`config.mk`:
```
export PLATFORM = sky130hd
export DESIGN_NAME = seqdet_param_flat
export DESIGN_NICKNAME = d
export VERILOG_FILES = /design/src/rtl/seqdet_param_if.sv /design/src/rtl/seqdet_param.sv /design/src/flat_wrapper.sv
export SDC_FILE = /design/constraint.sdc
export NUM_CORES = 1
export LEC_CHECK = 0
export CAP_MARGIN = 20
export CORE_MARGIN = 3
export CORE_UTILIZATION = 47
export DETAILED_ROUTE_END_ITERATION = 8
export PLACE_DENSITY_LB_ADDON = 0.05
export SLEW_MARGIN = 5
export SYNTH_ARGS = -nofsm -noshare
export SYNTH_HDL_FRONTEND = slang
export SYNTH_SLANG_ARGS = --single-unit
```
`constraint.sdc`:
```
create_clock -name clk -period 2.3 [get_ports clk]
set_input_delay 0.23 -clock clk [delete_from_list [all_inputs] [get_ports clk]]
set_output_delay 0.23 -clock clk [all_outputs]
set_load 0.05 [all_outputs]
```
`src/rtl/seqdet_param_if.sv`:
```
// Bus bundle for seqdet_param: serial input, pattern load, match pulse and counter.
// The master side drives the stream; the slave side is the detector.
interface seqdet_param_if #(
  parameter int PAT_W = 4,
  parameter int CNT_W = 8
);
  logic             din;
  logic             din_vld;
  logic             pat_load;
  logic [PAT_W-1:0] pat_in;
  logic             overlap;
  logic             dout;
  logic [CNT_W-1:0] match_cnt;

  modport master (
    output din, din_vld, pat_load, pat_in, overlap,
    input  dout, match_cnt
  );

  modport slave (
    input  din, din_vld, pat_load, pat_in, overlap,
    output dout, match_cnt
  );
endinterface

```
`src/rtl/seqdet_param.sv`:
```
// Parametrised serial pattern detector with runtime pattern load and overlap select.
// Define SEQDET_COUNT_EN to build the saturating match counter; otherwise match_cnt is tied to 0.
module seqdet_param #(
  parameter int               PAT_W   = 4,
  parameter logic [PAT_W-1:0] PAT_RST = 4'b1011,
  parameter int               CNT_W   = 8
) (
  input  logic           clk,
  input  logic           rst,
  seqdet_param_if.slave  bus
);

  localparam int               FILL_W = $clog2(PAT_W + 1);
  localparam logic [FILL_W-1:0] LAST  = FILL_W'(PAT_W - 1);

  typedef enum logic [1:0] {IDLE, FILL, HUNT} state_t;

  state_t            state, state_d;
  logic [PAT_W-1:0]  pat_reg, pat_d;
  logic [PAT_W-2:0]  hist, hist_d;
  logic [FILL_W-1:0] fill, fill_d;
  logic              dout_q, dout_d;
  logic [PAT_W-1:0]  window;
  logic              hit;
  logic              match;

  // The newest bit completes the window in the same cycle it is sampled.
  assign window = {hist, bus.din};
  assign hit    = (window == pat_reg);

  // NOTE: every always_comb output gets a default first so no path leaves it unassigned (no latch).
  always_comb begin
    state_d = state;
    pat_d   = pat_reg;
    hist_d  = hist;
    fill_d  = fill;
    dout_d  = 1'b0;
    match   = 1'b0;

    if (bus.pat_load) begin
      pat_d   = bus.pat_in;
      hist_d  = '0;
      fill_d  = '0;
      state_d = IDLE;
    end else if (bus.din_vld) begin
      hist_d = window[PAT_W-2:0];
      unique case (state)
        IDLE: begin
          fill_d  = FILL_W'(1);
          state_d = FILL;
        end
        FILL: begin
          if (fill == LAST) begin
            match   = hit;
            fill_d  = FILL_W'(PAT_W);
            state_d = HUNT;
          end else begin
            fill_d = fill + FILL_W'(1);
          end
        end
        HUNT:    match   = hit;
        default: state_d = IDLE;
      endcase

      // Without overlap a match discards all history, so the next hit needs PAT_W fresh bits.
      if (match) begin
        dout_d = 1'b1;
        if (!bus.overlap) begin
          hist_d  = '0;
          fill_d  = '0;
          state_d = IDLE;
        end
      end
    end
  end

  // NOTE: sequential state uses non-blocking assignments so all registers update together at the edge.
  always_ff @(posedge clk or negedge rst) begin
    if (!rst) begin
      state   <= IDLE;
      pat_reg <= PAT_RST;
      hist    <= '0;
      fill    <= '0;
      dout_q  <= 1'b0;
    end else begin
      state   <= state_d;
      pat_reg <= pat_d;
      hist    <= hist_d;
      fill    <= fill_d;
      dout_q  <= dout_d;
    end
  end

  assign bus.dout = dout_q;

`ifdef SEQDET_COUNT_EN
  logic [CNT_W-1:0] cnt;

  always_ff @(posedge clk or negedge rst) begin
    if (!rst) begin
      cnt <= '0;
    end else if (bus.pat_load) begin
      cnt <= '0;
    end else if (match && (cnt != {CNT_W{1'b1}})) begin
      cnt <= cnt + CNT_W'(1);
    end
  end

  assign bus.match_cnt = cnt;
`else
  assign bus.match_cnt = {CNT_W{1'b0}};
`endif

endmodule

```
`src/flat_wrapper.sv`:
```
// flat-port wrapper written by rule: the top's interface ports become plain ports
module seqdet_param_flat 
#(
  parameter int               PAT_W   = 4,
  parameter logic [PAT_W-1:0] PAT_RST = 4'b1011,
  parameter int               CNT_W   = 8
)
  (clk, rst, bus_din, bus_din_vld, bus_pat_load, bus_pat_in, bus_overlap, bus_dout, bus_match_cnt);
  seqdet_param_if #(.PAT_W(PAT_W), .CNT_W(CNT_W)) bus_i ();
  input  logic clk;
  input  logic rst;
  input wire logic [$bits(bus_i.din)-1:0] bus_din;
  input wire logic [$bits(bus_i.din_vld)-1:0] bus_din_vld;
  input wire logic [$bits(bus_i.pat_load)-1:0] bus_pat_load;
  input wire logic [$bits(bus_i.pat_in)-1:0] bus_pat_in;
  input wire logic [$bits(bus_i.overlap)-1:0] bus_overlap;
  output wire logic [$bits(bus_i.dout)-1:0] bus_dout;
  output wire logic [$bits(bus_i.match_cnt)-1:0] bus_match_cnt;
  assign bus_i.din = bus_din;
  assign bus_i.din_vld = bus_din_vld;
  assign bus_i.pat_load = bus_pat_load;
  assign bus_i.pat_in = bus_pat_in;
  assign bus_i.overlap = bus_overlap;
  assign bus_dout = bus_i.dout;
  assign bus_match_cnt = bus_i.match_cnt;
  seqdet_param #(.PAT_W(PAT_W), .PAT_RST(PAT_RST), .CNT_W(CNT_W)) u_core (.clk(clk), .rst(rst), .bus(bus_i));
endmodule
```
==> Implementation_results.wiki, run 1 <==
{| class="wikitable"
! Metric !! Value
|-
| Result of the run || completed
|-
| Slew HR || 0.605
|-
| Die Footprint || ~2200 µm²
|-
| Max Fanout on Critical Path || 9
|-
| Sum of net half-perimeters after detailed placement || about 1.0 mm
|-
| Slew Viols, Final || 0
|-
| Worst slew pin tran || just under 0.6 ns
|-
| Number of input and output port buffers inserted || 10
|-
| Detailed-routed wire length on met2 || 618 µm
|-
| Delay of the slowest critical-path stage || between 0.4 and 0.5 ns
|-
| Standard cell core area || roughly 1500 µm²
|-
| Pin count of the biggest net entering global routing || 14
|-
| Crit path arrival time || 2.10 ns
|-
| Placer Congestion || roughly 0.73
|-
| Worst vdd ir || 0.345 mV
|-
| Via count of the first global-routing pass || about 500
|-
| Reg2Reg Depth || 7
|-
| FMAX || approximately 0.52 GHz
|-
| Cell area after synthesis || roughly 800 µm²
|-
| Average cell area after synthesis || 10.9 µm²
|-
| Number of design-rule violations left by the first detailed-router iteration || 9
|-
| Post-CTS setup buffer count || 0
|-
| Final Hold Viols || 0
|-
| Number of flip-flops under the largest register name || 4
|-
| Worst setup slack after layout || 0.360 ns
|-
| Most used cells in the layout excluding fill and tap cells || sky130_fd_sc_hd__clkdlybuf4s50_1 (10), sky130_fd_sc_hd__dfrtp_1 (10), sky130_fd_sc_hd__conb_1 (8), sky130_fd_sc_hd__ha_1 (6), sky130_fd_sc_hd__a21oi_1 (5)
|-
| Fin crit period || slightly below 2 ns
|-
| Cell chain of the critical path || inv_1 > ha_1 > a21oi_2 > nor4_4 > a21boi_2 > a21o_1 > a32o_1
|-
| Top Metal Used || met3
|-
| Later-pin clock latency in the skew report || about 0.28 ns
|-
| Total via count in the routed design || ~510
|-
| Post-CTS sizing || 0
|-
| Horizontal extent of the die || approximately 47 µm
|-
| Max Root-Sink Buffers || 2
|-
| Kind of capture point of the worst setup path || register
|-
| Buffer cell driving the clock tree root || sky130_fd_sc_hd__clkbuf_4
|-
| Setup Total Neg Slack || 0 ns
|-
| H-tree levels || 1
|-
| Final layout net count || slightly above 100
|-
| RSZ-0062 raised after global routing || no
|-
| Top-level port count || 19
|-
| Metal-1 WL || about 600 µm
|-
| Row cnt || 14
|-
| DR DRC count || 0
|-
| Floorplan die height || roughly 47 µm
|-
| Warning count from the yosys run || 0
|-
| TritonCTS Buffers || 3
|-
| Proportion of layout cells with a drive suffix above 1 || 0.179
|-
| Number of distinct library cells after synthesis || 29
|-
| Worst-path cell with the longest stage delay || sky130_fd_sc_hd__dfrtp_1
|-
| Final-report setup violation count || 0
|-
| Via-to-Cell Ratio || between 5 and 6
|-
| Clock transition at the registers of the reported paths || 0.08 ns
|-
| Synthesized netlist cell count || just over 70
|-
| Count of hold-fix buffers inserted at cts || 0
|-
| Max-cap violations || 0
|-
| Synth-to-layout area growth || 14.8%
|-
| Number of detailed-route iterations in the first pass || 4
|-
| Total detailed-routing wirelength || 1.29 mm
|-
| Final antenna-violating net count || 0
|-
| Cell area after layout || a little under 900 µm²
|-
| CTS Sinks || 13
|-
| Critical path required time || ~2.5 ns
|-
| Final Core Density || 0.585
|-
| Final clock period utilization by the worst path || 0.843
|-
| Type of the setup path with the least slack || reg2reg
|-
| Average detailed-routed wire length per instance || 12.9 µm
|-
| Placed inst area || 866 µm²
|-
| Synthesis-stage register bit count || 13
|-
| Initial core utilization || 0.510
|-
| Clock tree from TritonCTS || yes
|-
| Portion of the post-synthesis area used by sequential elements || 0.424
|-
| Number of inserted diodes || 0
|-
| Final worst clock skew || between 0.008 and 0.009 ns
|-
| Layout filler cell count || 136
|-
| GRT Overall Usage || 0.147
|-
| Number of antenna violations at the first check in global routing || 0
|-
| Total design power || ~600 µW
|-
| Wire length of the first global-routing pass || about 2.2 mm
|-
| Congestion Overflow GR || 0
|-
| Metal3 WL || between 80 and 90 µm
|-
| Type of the most critical hold path || in2async
|-
| Leakage power of the design || around 0.42 nW
|-
| Total power density per cell area || between 600 and 700 nW/µm²
|-
| Critical Path Start Type || register
|-
| Post-placement worst setup slack || ~0.38 ns
|}
power by group:
part	total (mW)	internal (mW)	leakage [nW]	switching (mW)
Clock	0.141	0.0673	0.0150	0.0742
Sequential	0.280	0.258	0.163	0.0221
Combinational	0.182	0.0736	0.239	0.109
worst paths after layout:
path / from / endpoint / slack (ns)
min in group clk: u_core.fill[2] / u_core.fill[2] / 0.50
max in group asynchronous: rst / u_core.fill[1] / 1.59
max: u_core.state[1] / u_core.fill[1] / 0.36
min reg2reg: u_core.fill[2] / u_core.fill[2] / 0.50
max reg2reg: u_core.state[1] / u_core.fill[1] / 0.36
min: rst / u_core.fill[0] / 0.32
layer usage:
metal,GRT usage,vias up
met1,0.185,237
met4,0.0331,0
li1,-,262
met3,0.0703,0
met2,0.228,13
met5,0,-
cell usage after synthesis (all sizes together):
cell / number / area share
a21boi: 1 / 0.014
a21o: 1 / 0.0097
a21oi: 6 / 0.043
a22o: 3 / 0.034
a32o: 2 / 0.026
and3b: 1 / 0.011
and4: 1 / 0.011
buf: 9 / 0.084
conb: 1 / 0.0048
dfrtp: 10 / 0.32
dfstp: 3 / 0.10
ha: 6 / 0.097
inv: 4 / 0.019
mux2: 4 / 0.058
nand2: 1 / 0.0048
nand2b: 1 / 0.0081
nand3: 1 / 0.0064
nand3b: 1 / 0.0097
nand4: 1 / 0.0081
nor2: 5 / 0.027
nor2b: 1 / 0.0081
nor4: 1 / 0.027
o21ai: 3 / 0.019
xnor2: 1 / 0.011
xor2: 3 / 0.034
through the flow:
step,std cells,hold WS (ns)
2_1_floorplan,78,-0.0656
3_3_place_gp,96,0.482
3_5_place_dp,96,0.486
4_1_cts,100,0.339
5_1_grt,100,0.335
6_report,100,0.317
final cells by class:
cell class / count / area, µm² / share of cell area
sequential: 13 / 329 / 0.369
inverter: 4 / 15.0 / 0.0168
tap: 16 / 20.0 / 0.0224
multi-input combinational: 52 / 394 / 0.442
timing repair buffer: 11 / 108 / 0.121
clock buffer: 4 / 26.3 / 0.0295
worst max-delay path: cells and delay by family (launching register included):
family	cells	cell delay, ns
compound gates	4	0.68
buf+inv	1	0.12
fa+ha+maj	1	0.29
flops	1	0.41
simple gates	1	0.33
cell families (layout without fill, tap and decap cells):
group                    count (synthesis)  in the layout  share of synthesized area
flip-flops                              13             13                      0.424
buffers and inverters                   13             19                      0.103
other                                    1              8                    0.00483
multiplexers                             4              4                     0.0580
adder cells (fa/ha/maj)                  6              6                     0.0966
XOR/XNOR                                 4              4                     0.0451
AND/OR/NAND/NOR                         14             14                      0.122
AO/OA/AOI/OAI                           16             16                      0.147
Power figures use the tool's default switching activity.
==> run 2, diff against run 1 <==
Settings changed: CORE_UTILIZATION 47 to 43.
Clock period 2.3 ns to 1.7 ns, I/O delays scaled along.
==> run 2 against run 1 <==
Compared with the run above: critical path type unchanged; final cell count grew 17%; largest cell class unchanged; clock power grew 36%; first-iteration DRC count grew 11%; critical path depth is the same; utilization grew 3.9 points; wire length grew 12%; non-clock buffer count grew 9; maximum frequency grew 19%; worst hold slack lost 0.061 ns; setup slack lost 0.29 ns; sequential share of layout area shrank 3.8 points; design area grew 12%.
==> Implementation_results.wiki, run 2 (synthesis results as in run 1) <==
{| class="wikitable"
! Metric !! Value
|-
| Result of the run || completed
|-
| Fin crit period || 1.63 ns
|-
| Kind of capture point of the worst setup path || register
|-
| Buffer cell driving the clock tree root || sky130_fd_sc_hd__clkbuf_4
|-
| Number of design-rule violations left by the first detailed-router iteration || 10
|-
| Final-layout worst hold slack || approximately 0.26 ns
|-
| Total detailed-routing wirelength || between 1 and 1.5 mm
|-
| DR DRC count || 0
|-
| Final layout net count || between 100 and 150
|-
| Final-report setup violation count || 0
|-
| Most used cells in the layout excluding fill and tap cells || sky130_fd_sc_hd__clkdlybuf4s50_1 (10), sky130_fd_sc_hd__buf_4 (10), sky130_fd_sc_hd__dfrtp_1 (10), sky130_fd_sc_hd__conb_1 (8), sky130_fd_sc_hd__a21oi_1 (5)
|-
| Proportion of layout cells with a drive suffix above 1 || 0.312
|-
| Number of antenna violations at the first check in global routing || 0
|-
| Max Root-Sink Buffers || 2
|-
| Final Core Density || 0.624
|-
| Clock transition at the registers of the reported paths || approximately 0.08 ns
|-
| Congestion Overflow GR || 0
|-
| FMAX || 0.613 GHz
|-
| Sum of net half-perimeters after detailed placement || 1.07 mm
|-
| Final worst clock skew || between 0.004 and 0.005 ns
|-
| Post-placement worst setup slack || -0.0401 ns
|-
| Leakage power of the design || ~0.46 nW
|-
| Crit path arrival time || about 1.8 ns
|-
| Endpoint of the worst-slack reg-to-reg timing path || u_core.fill[1]
|-
| Via-to-Cell Ratio || 4.97
|-
| Row cnt || 14
|-
| Number of inserted diodes || 0
|-
| Library cell appearing most often on the critical path || sky130_fd_sc_hd__ha_2
|-
| Setup Total Neg Slack || 0 ns
|-
| H-tree levels || 1
|-
| Top-level port count || 19
|-
| Max-cap violations || 0
|-
| Cell chain of the critical path || ha_2 > ha_2 > a21oi_4 > nor4_4 > a21boi_2 > a21o_1 > a32o_1
|-
| Die Footprint || approximately 2400 µm²
|-
| Number of input and output port buffers inserted || 10
|-
| Standard cell core area || 1590 µm²
|-
| Synth-to-layout area growth || 28.0%
|-
| Worst vdd ir || ~0.52 mV
|-
| Worst slew pin tran || around 0.58 ns
|-
| Final antenna-violating net count || 0
|-
| Total via count in the routed design || 582
|-
| Final Hold Viols || 0
|-
| Number of flip-flops under the largest register name || 4
|-
| Max Fanout on Critical Path || 5
|-
| Critical Path Start Type || register
|-
| Placer Congestion || approximately 0.76
|-
| Worst reg2reg path startpoint || u_core.fill[1]
|-
| Number of detailed-route iterations in the first pass || 4
|-
| Delay of the slowest critical-path stage || a little under 0.4 ns
|-
| Initial core utilization || 0.487
|-
| Floorplan die height || 48.5 µm
|-
| Pin count of the biggest net entering global routing || 14
|-
| CTS Sinks || 13
|-
| TritonCTS Buffers || 3
|-
| Worst setup slack after layout || just under 0.07 ns
|-
| Horizontal extent of the die || approximately 49 µm
|-
| Slew HR || 0.613
|-
| Type of the most critical hold path || in2async
|-
| Cell area after layout || 995 µm²
|-
| GRT Overall Usage || 0.128
|-
| Worst-path cell with the longest stage delay || sky130_fd_sc_hd__dfrtp_1
|-
| Average detailed-routed wire length per instance || between 10 and 15 µm
|-
| Slack of the worst reg-to-reg path || between 0.06 and 0.07 ns
|-
| Total power density per cell area || slightly below 900 nW/µm²
|-
| Total design power || between 800 and 900 µW
|-
| Placed inst area || between 900 and 1000 µm²
|-
| Final clock period utilization by the worst path || 0.959
|-
| Later-pin clock latency in the skew report || 0.28 ns
|-
| Clock tree from TritonCTS || yes
|-
| Via count of the first global-routing pass || about 540
|-
| Reg2Reg Depth || 7
|-
| Critical path required time || between 1.5 and 2 ns
|-
| Type of the setup path with the least slack || reg2reg
|-
| Cell count after placement || approximately 110
|-
| Count of placed standard cells in the final layout, fillers left out || between 100 and 150
|-
| Post-CTS setup buffer count || 0
|-
| Slew Viols, Final || 0
|-
| Wire length of the first global-routing pass || about 2.3 mm
|}
==> run 2: how the worst max path moves through the flow <==
stage | start | endpoint | slack (ns)
after floorplan | u_core.fill[0] | u_core.fill[1] | 0.09
after CTS | u_core.fill[0] | u_core.fill[0] | 0.04
after detailed placement | bus_din | u_core.fill[1] | -0.04
after global routing | u_core.fill[0] | u_core.state[1] | -0.01
final | u_core.fill[1] | u_core.fill[1] | 0.07
after global placement | bus_din | u_core.fill[1] | -0.0004
==> run 2: area by class of cell <==
| type | instances | area (µm²) |
|---|---|---|
| Fill cell | 142 | 599 |
| Multi-Input combinational cell | 52 | 419 |
| Sequential cell | 13 | 329 |
| Timing Repair Buffer | 20 | 175 |
| Tap cell | 24 | 30.0 |
| Clock buffer | 4 | 26.3 |
| Inverter | 4 | 15.0 |
==> run 2: where the power goes <==
group	switching, mW	internal, mW
Combinational	0.173	0.142
Clock	0.101	0.0910
Sequential	0.0275	0.349
Total	0.301	0.582
==> run 2: repair_timing <==
action | CTS | global route
setup endpoints to repair | 0 | 4
hold buffers | 0 | 0
gates resized for setup | 0 | 4
==> run 2: per-layer routing <==
layer	track usage	wire, µm	vias to the layer above
li1	-	-	280
met1	0.165	666	272
met2	0.193	654	24
met3	0.0276	79	6
met4	0.0853	45	0
met5	0	0	-
==> run 2: worst max-delay path, delay by kind of cell (launching register included) <==
| kind | cells | cell delay [ns] |
|---|---|---|
| compound gates | 4 | 0.58 |
| fa+ha+maj | 2 | 0.39 |
| flops | 1 | 0.39 |
| simple gates | 1 | 0.16 |
